**src/rtl/axil_read_master_if.sv**
```systemverilog
// ---------------------------------------------------------------------------
// axil_read_master_if
// Bundles the two sides of the AXI-Lite read initiator:
//   - core side : single-word read requests (req_*) and buffered responses (resp_*)
//   - bus side  : AXI4-Lite AR and R channels (m_*)
// Modports:
//   master : view of the initiator (drives req_ready, resp_*, m_araddr,
//            m_arvalid, m_rready)
//   slave  : view of the environment (core + responder) driving the rest
// ---------------------------------------------------------------------------
interface axil_read_master_if;
  logic        req_valid;
  logic [31:0] req_addr;
  logic        req_ready;
  logic        resp_valid;
  logic [31:0] resp_data;
  logic        resp_err;
  logic        resp_ready;
  logic [31:0] m_araddr;
  logic        m_arvalid;
  logic        m_arready;
  logic [31:0] m_rdata;
  logic [1:0]  m_rresp;
  logic        m_rvalid;
  logic        m_rready;

  modport master (
    input  req_valid, req_addr, resp_ready,
    input  m_arready, m_rdata, m_rresp, m_rvalid,
    output req_ready, resp_valid, resp_data, resp_err,
    output m_araddr, m_arvalid, m_rready
  );

  modport slave (
    output req_valid, req_addr, resp_ready,
    output m_arready, m_rdata, m_rresp, m_rvalid,
    input  req_ready, resp_valid, resp_data, resp_err,
    input  m_araddr, m_arvalid, m_rready
  );
endinterface

```
**src/rtl/axil_read_master.sv**
```systemverilog
// ---------------------------------------------------------------------------
// axil_read_master
// AXI4-Lite read-channel initiator. Accepts one word-aligned read request at a
// time, issues AR, waits for R and holds the returned word in a registered
// response buffer until the consumer takes it. Misaligned requests are
// answered with an error without touching the bus. A per-phase watchdog turns
// a hung responder into an error response; a late R beat after a data-phase
// timeout is swallowed in DRAIN so it cannot be mistaken for the next read.
// Ports:
//   clk     : clock, rising edge
//   reset   : synchronous, active-high
//   bus_io  : axil_read_master_if.master (request, response and AR/R channels)
// Parameter:
//   TIMEOUT : cycles allowed in each of the ADDR and DATA phases (1..255)
// ---------------------------------------------------------------------------
module axil_read_master #(
  parameter int unsigned TIMEOUT = 255
) (
  input  logic                     clk,
  input  logic                     reset,
  axil_read_master_if.master       bus_io
);

  localparam logic [7:0] TIMEOUT_C = 8'(TIMEOUT);

  typedef enum logic [2:0] {
    ST_IDLE  = 3'd0,
    ST_ADDR  = 3'd1,
    ST_DATA  = 3'd2,
    ST_RESP  = 3'd3,
    ST_DRAIN = 3'd4
  } state_e;

  state_e      state_q;
  logic [31:0] araddr_q;
  logic        arvalid_q;
  logic        resp_valid_q;
  logic [31:0] resp_data_q;
  logic        resp_err_q;
  logic [7:0]  wd_cnt_q;
  logic        drain_beat_q;
  logic        drain_taken_q;

  logic        rready_s;
  logic        wd_expired_s;
  logic        ar_hs_s;
  logic        drain_beat_s;
  logic        drain_taken_s;

  // R ready: follows arready in ADDR so a same-cycle R beat is not lost;
  // in DRAIN only until the one late beat has been swallowed.
  always_comb begin
    rready_s = 1'b0;
    unique case (state_q)
      ST_ADDR:  rready_s = bus_io.m_arready;
      ST_DATA:  rready_s = 1'b1;
      ST_DRAIN: rready_s = ~drain_beat_q;
      default:  rready_s = 1'b0;
    endcase
  end

  assign wd_expired_s  = (wd_cnt_q == TIMEOUT_C);
  assign ar_hs_s       = arvalid_q & bus_io.m_arready;
  // Sticky-or-now views of the two DRAIN exit events.
  assign drain_beat_s  = drain_beat_q | bus_io.m_rvalid;
  assign drain_taken_s = drain_taken_q | bus_io.resp_ready;

  assign bus_io.req_ready  = (state_q == ST_IDLE);
  assign bus_io.m_rready   = rready_s;
  assign bus_io.m_araddr   = araddr_q;
  assign bus_io.m_arvalid  = arvalid_q;
  assign bus_io.resp_valid = resp_valid_q;
  assign bus_io.resp_data  = resp_data_q;
  assign bus_io.resp_err   = resp_err_q;

  // Transaction FSM with registered bus and response outputs.
  always_ff @(posedge clk) begin
    if (reset) begin
      state_q       <= ST_IDLE;
      araddr_q      <= 32'h0;
      arvalid_q     <= 1'b0;
      resp_valid_q  <= 1'b0;
      resp_data_q   <= 32'h0;
      resp_err_q    <= 1'b0;
      wd_cnt_q      <= 8'd0;
      drain_beat_q  <= 1'b0;
      drain_taken_q <= 1'b0;
    end else begin
      unique case (state_q)
        ST_IDLE: begin
          if (bus_io.req_valid) begin
            if (bus_io.req_addr[1:0] == 2'b00) begin
              araddr_q  <= bus_io.req_addr;
              arvalid_q <= 1'b1;
              wd_cnt_q  <= 8'd0;
              state_q   <= ST_ADDR;
            end else begin
              resp_data_q  <= 32'h0;
              resp_err_q   <= 1'b1;
              resp_valid_q <= 1'b1;
              state_q      <= ST_RESP;
            end
          end
        end
        ST_ADDR: begin
          if (ar_hs_s) begin
            arvalid_q <= 1'b0;
            // m_rready mirrors arready here, so rvalid alone completes R.
            if (bus_io.m_rvalid) begin
              resp_data_q  <= bus_io.m_rdata;
              resp_err_q   <= (bus_io.m_rresp != 2'b00);
              resp_valid_q <= 1'b1;
              state_q      <= ST_RESP;
            end else begin
              wd_cnt_q <= 8'd0;
              state_q  <= ST_DATA;
            end
          end else if (wd_expired_s) begin
            arvalid_q    <= 1'b0;
            resp_data_q  <= 32'h0;
            resp_err_q   <= 1'b1;
            resp_valid_q <= 1'b1;
            state_q      <= ST_RESP;
          end else begin
            wd_cnt_q <= wd_cnt_q + 8'd1;
          end
        end
        ST_DATA: begin
          if (bus_io.m_rvalid) begin
            resp_data_q  <= bus_io.m_rdata;
            resp_err_q   <= (bus_io.m_rresp != 2'b00);
            resp_valid_q <= 1'b1;
            state_q      <= ST_RESP;
          end else if (wd_expired_s) begin
            // The responder still owes a beat; present the error now and
            // swallow that beat in DRAIN.
            resp_data_q   <= 32'h0;
            resp_err_q    <= 1'b1;
            resp_valid_q  <= 1'b1;
            drain_beat_q  <= 1'b0;
            drain_taken_q <= 1'b0;
            state_q       <= ST_DRAIN;
          end else begin
            wd_cnt_q <= wd_cnt_q + 8'd1;
          end
        end
        ST_RESP: begin
          if (bus_io.resp_ready) begin
            resp_valid_q <= 1'b0;
            state_q      <= ST_IDLE;
          end
        end
        ST_DRAIN: begin
          if (drain_beat_s && drain_taken_s) begin
            resp_valid_q  <= 1'b0;
            drain_beat_q  <= 1'b0;
            drain_taken_q <= 1'b0;
            state_q       <= ST_IDLE;
          end else begin
            drain_beat_q  <= drain_beat_s;
            drain_taken_q <= drain_taken_s;
            // Once taken, the error response is not presented again.
            resp_valid_q  <= ~drain_taken_s;
          end
        end
        default: begin
          state_q <= ST_IDLE;
        end
      endcase
    end
  end

endmodule

```
**src/flat_wrapper.sv**
```systemverilog
// flat-port wrapper written by rule: the top's interface ports become plain ports
module axil_read_master_flat 
#(
  parameter int unsigned TIMEOUT = 255
)
  (clk, reset, bus_io_req_valid, bus_io_req_addr, bus_io_resp_ready, bus_io_m_arready, bus_io_m_rdata, bus_io_m_rresp, bus_io_m_rvalid, bus_io_req_ready, bus_io_resp_valid, bus_io_resp_data, bus_io_resp_err, bus_io_m_araddr, bus_io_m_arvalid, bus_io_m_rready);
  axil_read_master_if bus_io_i ();
  input  logic clk;
  input  logic reset;
  input wire logic [$bits(bus_io_i.req_valid)-1:0] bus_io_req_valid;
  input wire logic [$bits(bus_io_i.req_addr)-1:0] bus_io_req_addr;
  input wire logic [$bits(bus_io_i.resp_ready)-1:0] bus_io_resp_ready;
  input wire logic [$bits(bus_io_i.m_arready)-1:0] bus_io_m_arready;
  input wire logic [$bits(bus_io_i.m_rdata)-1:0] bus_io_m_rdata;
  input wire logic [$bits(bus_io_i.m_rresp)-1:0] bus_io_m_rresp;
  input wire logic [$bits(bus_io_i.m_rvalid)-1:0] bus_io_m_rvalid;
  output wire logic [$bits(bus_io_i.req_ready)-1:0] bus_io_req_ready;
  output wire logic [$bits(bus_io_i.resp_valid)-1:0] bus_io_resp_valid;
  output wire logic [$bits(bus_io_i.resp_data)-1:0] bus_io_resp_data;
  output wire logic [$bits(bus_io_i.resp_err)-1:0] bus_io_resp_err;
  output wire logic [$bits(bus_io_i.m_araddr)-1:0] bus_io_m_araddr;
  output wire logic [$bits(bus_io_i.m_arvalid)-1:0] bus_io_m_arvalid;
  output wire logic [$bits(bus_io_i.m_rready)-1:0] bus_io_m_rready;
  assign bus_io_i.req_valid = bus_io_req_valid;
  assign bus_io_i.req_addr = bus_io_req_addr;
  assign bus_io_i.resp_ready = bus_io_resp_ready;
  assign bus_io_i.m_arready = bus_io_m_arready;
  assign bus_io_i.m_rdata = bus_io_m_rdata;
  assign bus_io_i.m_rresp = bus_io_m_rresp;
  assign bus_io_i.m_rvalid = bus_io_m_rvalid;
  assign bus_io_req_ready = bus_io_i.req_ready;
  assign bus_io_resp_valid = bus_io_i.resp_valid;
  assign bus_io_resp_data = bus_io_i.resp_data;
  assign bus_io_resp_err = bus_io_i.resp_err;
  assign bus_io_m_araddr = bus_io_i.m_araddr;
  assign bus_io_m_arvalid = bus_io_i.m_arvalid;
  assign bus_io_m_rready = bus_io_i.m_rready;
  axil_read_master #(.TIMEOUT(TIMEOUT)) u_core (.clk(clk), .reset(reset), .bus_io(bus_io_i));
endmodule
```
**config.mk**
```make
export PLATFORM = sky130hd
export DESIGN_NAME = axil_read_master_flat
export DESIGN_NICKNAME = d
export VERILOG_FILES = /design/src/rtl/axil_read_master_if.sv /design/src/rtl/axil_read_master.sv /design/src/flat_wrapper.sv
export SDC_FILE = /design/constraint.sdc
export NUM_CORES = 1
export LEC_CHECK = 0
export ABC_AREA = 1
export BUFFER_PORTS_ARGS = -buffer_cell sky130_fd_sc_hd__buf_2
export CAP_MARGIN = 20
export CORE_MARGIN = 2
export CORE_UTILIZATION = 31
export DETAILED_ROUTE_END_ITERATION = 6
export MAX_ROUTING_LAYER = met4
export PLACE_DENSITY = 0.66
export SETUP_SLACK_MARGIN = 0.15
export SLEW_MARGIN = 10
export SYNTH_ARGS = -nofsm -noshare
export SYNTH_HDL_FRONTEND = slang
export SYNTH_SLANG_ARGS = --single-unit
```
**constraint.sdc**
```tcl
create_clock -name clk -period 1.4 [get_ports clk]
set_input_delay 0.35 -clock clk [delete_from_list [all_inputs] [get_ports clk]]
set_output_delay 0.35 -clock clk [all_outputs]
set_load 0.05 [all_outputs]
```
==> results of run 1 <==
==> cell usage after synthesis <==
cell type | count | area (µm²)
a21oi_1 | 44 | 220
and2_1 | 1 | 6.26
buf_1 | 1 | 3.75
buf_2 | 6 | 30.0
buf_4 | 9 | 67.6
buf_6 | 6 | 67.6
clkbuf_1 | 10 | 37.5
dfxtp_1 | 80 | 1600
ha_1 | 1 | 12.5
inv_1 | 20 | 75.1
inv_2 | 4 | 15.0
nand2_1 | 176 | 661
nand2_2 | 5 | 31.3
nand2_4 | 1 | 11.3
nand3_1 | 53 | 265
nand3_2 | 4 | 40.0
nand3b_1 | 1 | 7.51
nand4_1 | 3 | 18.8
nor2_1 | 86 | 323
nor2_2 | 3 | 18.8
nor2_4 | 4 | 45.0
nor2_8 | 1 | 20.0
nor3_1 | 1 | 5.00
o211ai_1 | 3 | 22.5
o21a_1 | 1 | 7.51
o21ai_0 | 41 | 205
o21ai_1 | 1 | 5.00
o21ai_2 | 2 | 17.5
o21ai_4 | 1 | 16.3
or2_2 | 1 | 6.26
==> logic make-up after synthesis <==
logic type / share of synthesized area
flops: 0.415
simple gates: 0.378
buf+inv: 0.0767
compound gates: 0.128
fa+ha+maj: 0.00324
==> state kept, by name, indices dropped and copies added, names as in the netlist <==
register,cells
u_core.state_q,3
u_core.bus_io.m_arvalid,1
u_core.bus_io.resp_err,1
u_core.wd_cnt_q,8
u_core.bus_io.m_araddr,32
u_core.bus_io.resp_data,32
u_core.drain_beat_q,1
u_core.drain_taken_q,1
u_core.bus_io.resp_valid,1
==> metrics by stage <==
step	utilization	setup TNS [ps]	instance area, µm²	std cells	total power, mW
2_1_floorplan	-	-9930	4020	570	5.59
3_3_place_gp	0.430	-12450	5210	906	6.80
3_5_place_dp	0.430	-13680	5210	906	6.80
4_1_cts	0.569	-14820	6890	959	11.5
5_1_grt	0.643	-26440	7780	971	13.4
6_report	0.643	-22890	7780	971	12.9
==> final timing paths <==
check | endpoint | slack, ps | cells past startpoint
worst max-delay path | u_core.bus_io.resp_data[1] | -390 | 10
worst min-delay path | u_core.bus_io.m_araddr[24] | 240 | 3
worst max register to register | u_core.bus_io.resp_data[1] | -390 | 10
worst min register to register | u_core.bus_io.resp_data[14] | 480 | 2
==> tightest hold or removal path: cells and delay by family <==
family / cells / cell delay, ps
AOI/OAI and AO/OA: 1 / 50
and+or+nand+nor: 1 / 60
buffers and inverters: 1 / 80
==> timing repair <==
action,CTS,global route
cloned,10,2
endpoints found under the setup margin,149,136
pin swaps,60,51
gates resized for setup,276,228
setup buffers,27,9
==> power by group <==
group | internal [mW] | leakage (nW) | switching [mW]
sequential | 2.54 | 0.680 | 0.319
clock | 1.58 | 0.157 | 1.08
combinational | 3.40 | 2.76 | 3.99
==> final cells by class <==
class | instances | area, µm² | share of cell area
Sequential cell | 80 | 1700 | 0.219
Timing Repair Buffer | 245 | 2480 | 0.318
Timing Repair inverter | 3 | 66.3 | 0.00852
Inverter | 24 | 119 | 0.0153
Tap cell | 168 | 210 | 0.0270
Multi-Input combinational cell | 434 | 2880 | 0.370
Antenna cell | 1 | 2.50 | 0.000322
Clock inverter | 7 | 103 | 0.0132
Clock buffer | 9 | 225 | 0.0289
==> cells in the final DEF, fill, tap and decap left out, types with 18 or more instances in the layout <==
cell and n:
a21oi_2 35, buf_12 20, buf_2 71, buf_4 59, buf_6 69, dfxtp_1 18
dfxtp_2 53, nand2_1 121, nand2_2 28, nand2_4 33, nand3_1 43, nor2_1 42
nor2_2 23, nor2_4 28, o21ai_2 26
==> metal layers <==
metal / share of wire / GRT usage / vias up
li1: - / - / 2307
met2: 0.53 / 0.379 / 182
met5: 0 / - / -
met4: 0.030 / 0.0786 / 0
met3: 0.049 / 0.0403 / 45
met1: 0.39 / 0.257 / 2372
==> flow_metrics.env, run 1 <==
export IMPL_violations="setup timing"
export IMPL_hold_viol_final=0
export IMPL_start_kind="flop"
export IMPL_drt_total_wl_um=16800
export IMPL_synth_cell_types=30
export IMPL_ios=141
export IMPL_max_stage_delay_ps=400
export IMPL_clk_pin_slew_ps=70
export IMPL_std_cell_rows=40
export IMPL_maxSlewViolCount=0
export IMPL_wire_per_inst_um=17.3
export IMPL_drive_gt1_frac=0.661
export IMPL_status="complete, but fails checks"
export IMPL_crit_chain="nor2_8 -> nand2_4 -> buf_4 -> nor2_2 -> nand2_2 -> buf_4 -> nand3_4 -> clkbuf_16 -> nand2_1 -> a21oi_1"
export IMPL_post_place_ws_ps=-254
export IMPL_first_pass_iters=6
export IMPL_r2r_start="u_core.state_q[1]"
export IMPL_die_x_um=116
export IMPL_path_common_cell="buf_4"
export IMPL_worst_endpoint_required_ps=1670
export IMPL_synth_warnings=0
export IMPL_track_usage=0.220
export IMPL_drc=0
export IMPL_dp_hpwl_um=7850
export IMPL_htreeDepth=3
export IMPL_vdd_ir_drop_worst_uv=910
export IMPL_gp_congestion=0.857
export IMPL_hp_start="bus_io_req_addr[24]"
export IMPL_path_class="flop to flop"
export IMPL_die_h_um=116
export IMPL_grt_ovfl_total=0
export IMPL_syn_num_nets=643
export IMPL_post_synth_inst_count=570
export IMPL_tightest_slew_ps=480
export IMPL_fmax_ghz=0.559
export IMPL_p_leak_nw=3.60
export IMPL_hold_worst_slack_ps=238
export IMPL_grt_max_degree=29
export IMPL_grt_pass1_vias=4591
export IMPL_cp_max_fo=6
export IMPL_numCtsBuffers=9
export IMPL_cp_startpoint="u_core.state_q[1]"
export IMPL_vias=4906
export IMPL_routed_via_density=5.05
export IMPL_cts_root_buf="clkbuf_16"
export IMPL_cp_arrival_ps=2060
export IMPL_end_kind="flop"
export IMPL_ant_nets=0
export IMPL_antenna_found_initial=1
export IMPL_syn_area_per_cell_um2=6.78
export IMPL_netlist_area_um2=3860
export IMPL_cts_tree="done"
export IMPL_cts_hold_buffers=0
export IMPL_core_area_um2=12100
export IMPL_cts_sinks=80
export IMPL_setup_viol=80
export IMPL_maxCapViolCount=0
export IMPL_clock_path_buffers=2
export IMPL_fin_ws_ps=-389
export IMPL_rsz0062_at_grt="true"
export IMPL_final_fill_count=891
export IMPL_min_delay_path_class="input port to flop"
export IMPL_grt_pass1_wl_um=22600
export IMPL_fin_crit_ps=1790
export IMPL_crit_path_top_delay_cell="dfxtp_4"
export IMPL_path_delay_family="simple AND/OR/NAND/NOR gates"
export IMPL_insertion_delay_ps=350
export IMPL_die_area_um2=13400
export IMPL_areaGrowthSynthToFinish_pct=101
export IMPL_skew_ps=10.4
export IMPL_nets=870
export IMPL_maxSlewHeadroom=0.680
export IMPL_io_buffers=140
export IMPL_initial_core_util=0.319
export IMPL_p_per_area_nw_per_um2=1660
export IMPL_ys_ff_latch=80
export IMPL_ys_seq_area_frac=0.415
export IMPL_drtIter0Drc=293
export IMPL_finalCritPeriodShare=1.28
export IMPL_path_buf_inv=3
No activity file was read; power rests on OpenSTA's default activity.
==> inputs of run 2 (changes only) <==
ABC_AREA = not set   (was 1)
PLACE_DENSITY = 0.68   (was 0.66)
==> flow_metrics.env, run 2 <==
export IMPL_status="complete, but fails checks"
export IMPL_violations="setup timing"
export IMPL_ios=141
export IMPL_start_kind="flop"
export IMPL_fin_ws_ps=-464
export IMPL_cp_startpoint="u_core.state_q[1]"
export IMPL_synthArstFlopShare=0
export IMPL_dp_hpwl_um=7300
export IMPL_path_class="flop to output port"
export IMPL_ys_seq_area_frac=0.469
export IMPL_vdd_ir_drop_worst_uv=1100
export IMPL_cts_tree="done"
export IMPL_yosys_area_top_type_share=0.469
export IMPL_tightest_slew_ps=615
export IMPL_routed_via_density=5.40
export IMPL_wire_per_inst_um=17.5
export IMPL_initial_core_util=0.316
export IMPL_syn_num_nets=441
export IMPL_htreeDepth=3
export IMPL_post_synth_inst_count=368
export IMPL_vias=3981
export IMPL_die_h_um=109
export IMPL_r2r_start="u_core.state_q[1]"
export IMPL_cts_root_buf="clkbuf_8"
export IMPL_cts_sinks=80
export IMPL_grt_util_met2=0.372
export IMPL_gp_congestion=0.863
export IMPL_numCtsBuffers=9
export IMPL_finalCritPeriodShare=1.33
export IMPL_drtIter0Drc=376
export IMPL_diodes=0
export IMPL_grt_ovfl_total=0
export IMPL_r2r_worst_path_cells=6
export IMPL_p_per_area_nw_per_um2=1660
export IMPL_synth_edf_count=0
export IMPL_setup_viol=83
export IMPL_antenna_found_initial=0
export IMPL_min_delay_path_class="input port to flop"
export IMPL_synth_warnings=0
export IMPL_grt_pass1_vias=3823
export IMPL_grt_max_degree=33
export IMPL_hold_viol_final=0
export IMPL_clock_path_buffers=2
export IMPL_netlist_area_um2=3420
export IMPL_cp_max_fo=5
export IMPL_first_pass_iters=5
export IMPL_final_common_cell="buf_6"
export IMPL_ant_nets=0
export IMPL_gr_max_usage_layer="met2"
export IMPL_areaGrowthSynthToFinish_pct=84.7
export IMPL_final_cell_mix="buf_6, buf_2, dfxtp_2"
export IMPL_core_area_um2=10800
export IMPL_rsz0062_at_grt="true"
export IMPL_nets=666
export IMPL_post_place_ws_ps=-431
export IMPL_drc=0
export IMPL_synth_area_leaders="dfxtp_1, a32o_1, nand2_1"
export IMPL_die_x_um=109
export IMPL_die_area_um2=11900
export IMPL_synth_cell_types=59
export IMPL_cts_hold_buffers=0
export IMPL_yosys_area_top_type="dfxtp_1"
export IMPL_final_fill_count=853
export IMPL_use_met1=0.225
export IMPL_end_kind="output port"
export IMPL_insertion_delay_ps=370
export IMPL_drt_total_wl_um=12900
export IMPL_met3_usage=0.0454
export IMPL_syn_area_per_cell_um2=9.28
export IMPL_tns_ps=-25120
export IMPL_synth_most_common_cell="dfxtp_1"
export IMPL_power_mw=10.4
export IMPL_io_buffers=140
export IMPL_clk_pin_slew_ps=80
export IMPL_hp_start="bus_io_m_rdata[19]"
export IMPL_skew_ps=11.1
export IMPL_grt_pass1_wl_um=18900
export IMPL_track_usage=0.212
export IMPL_std_cell_rows=38
export IMPL_p_leak_nw=2.64
export IMPL_maxSlewViolCount=0
export IMPL_worst_endpoint_required_ps=1050
export IMPL_maxSlewHeadroom=0.589
export IMPL_ys_flop_type="dfxtp_1"
export IMPL_drive_gt1_frac=0.660
export IMPL_yosys_top_cells_count="dfxtp_1, nand2_1, a21oi_1, a32o_1, clkbuf_1"
export IMPL_fin_crit_ps=1860
export IMPL_maxCapViolCount=0
export IMPL_fmax_ghz=0.536
export IMPL_ys_ff_latch=80
export IMPL_cp_arrival_ps=1510
export IMPL_min_path_cells=2
run 2: critical path, stage by stage (launching register included):
cell and delay (ps):
dfxtp_4 420, buf_6 130, nand2b_4 130, o21ai_2 60, a22o_2 250, buf_8 150
run 2: final timing paths:
path	slack (ps)	endpoint
min	180	u_core.bus_io.resp_data[19]
min reg2reg	460	u_core.bus_io.m_araddr[4]
max reg2reg	-440	u_core.state_q[2]
max	-460	bus_io_m_rready
run 2: area by class of cell:
cell class / count / area [µm²] / area share
clock inverter: 3 / 41.3 / 0.00655
inverter: 3 / 11.3 / 0.00179
sequential: 80 / 1710 / 0.271
tap: 140 / 175 / 0.0278
timing repair buffer: 241 / 2150 / 0.341
clock buffer: 12 / 145 / 0.0230
multi-input combinational: 258 / 2080 / 0.330
run 2: report_power, final:
part / total, mW / leakage [nW] / internal [mW] / switching (mW)
combinational: 5.93 / 1.86 / 2.81 / 3.11
sequential: 2.80 / 0.685 / 2.56 / 0.237
clock: 1.72 / 0.0968 / 0.863 / 0.857
run 2: repair_timing:
action | CTS | global route
setup endpoints to repair | 149 | 119
cloned | 4 | 0
pin swaps | 20 | 14
setup buffers | 25 | 8
gates resized for setup | 254 | 70
run 2: layer usage:
metal,share of wire,vias up,wire [µm]
met2,0.52,179,6760
met3,0.056,42,718
li1,-,1836,-
met1,0.38,1924,4930
met4,0.038,0,490
met5,0,-,0
run 2: per-stage QoR:
stage / std cells / utilization / area [µm²] / hold slack (ps)
2_1_floorplan: 368 / - / 3570 / 476
3_3_place_gp: 685 / 0.444 / 4790 / 438
3_5_place_dp: 685 / 0.444 / 4790 / 447
4_1_cts: 729 / 0.557 / 6010 / 166
5_1_grt: 737 / 0.585 / 6310 / 166
6_report: 737 / 0.585 / 6310 / 181
run 2: cells by family after synthesis:
| kind of cell | Yosys count | share of synthesized area |
|---|---|---|
| and+or+nand+nor | 129 | 0.192 |
| AOI/OAI and AO/OA | 118 | 0.263 |
| muxes | 6 | 0.0179 |
| adders and majority gates | 1 | 0.00366 |
| buffers and inverters | 34 | 0.0542 |
| DFF | 80 | 0.469 |
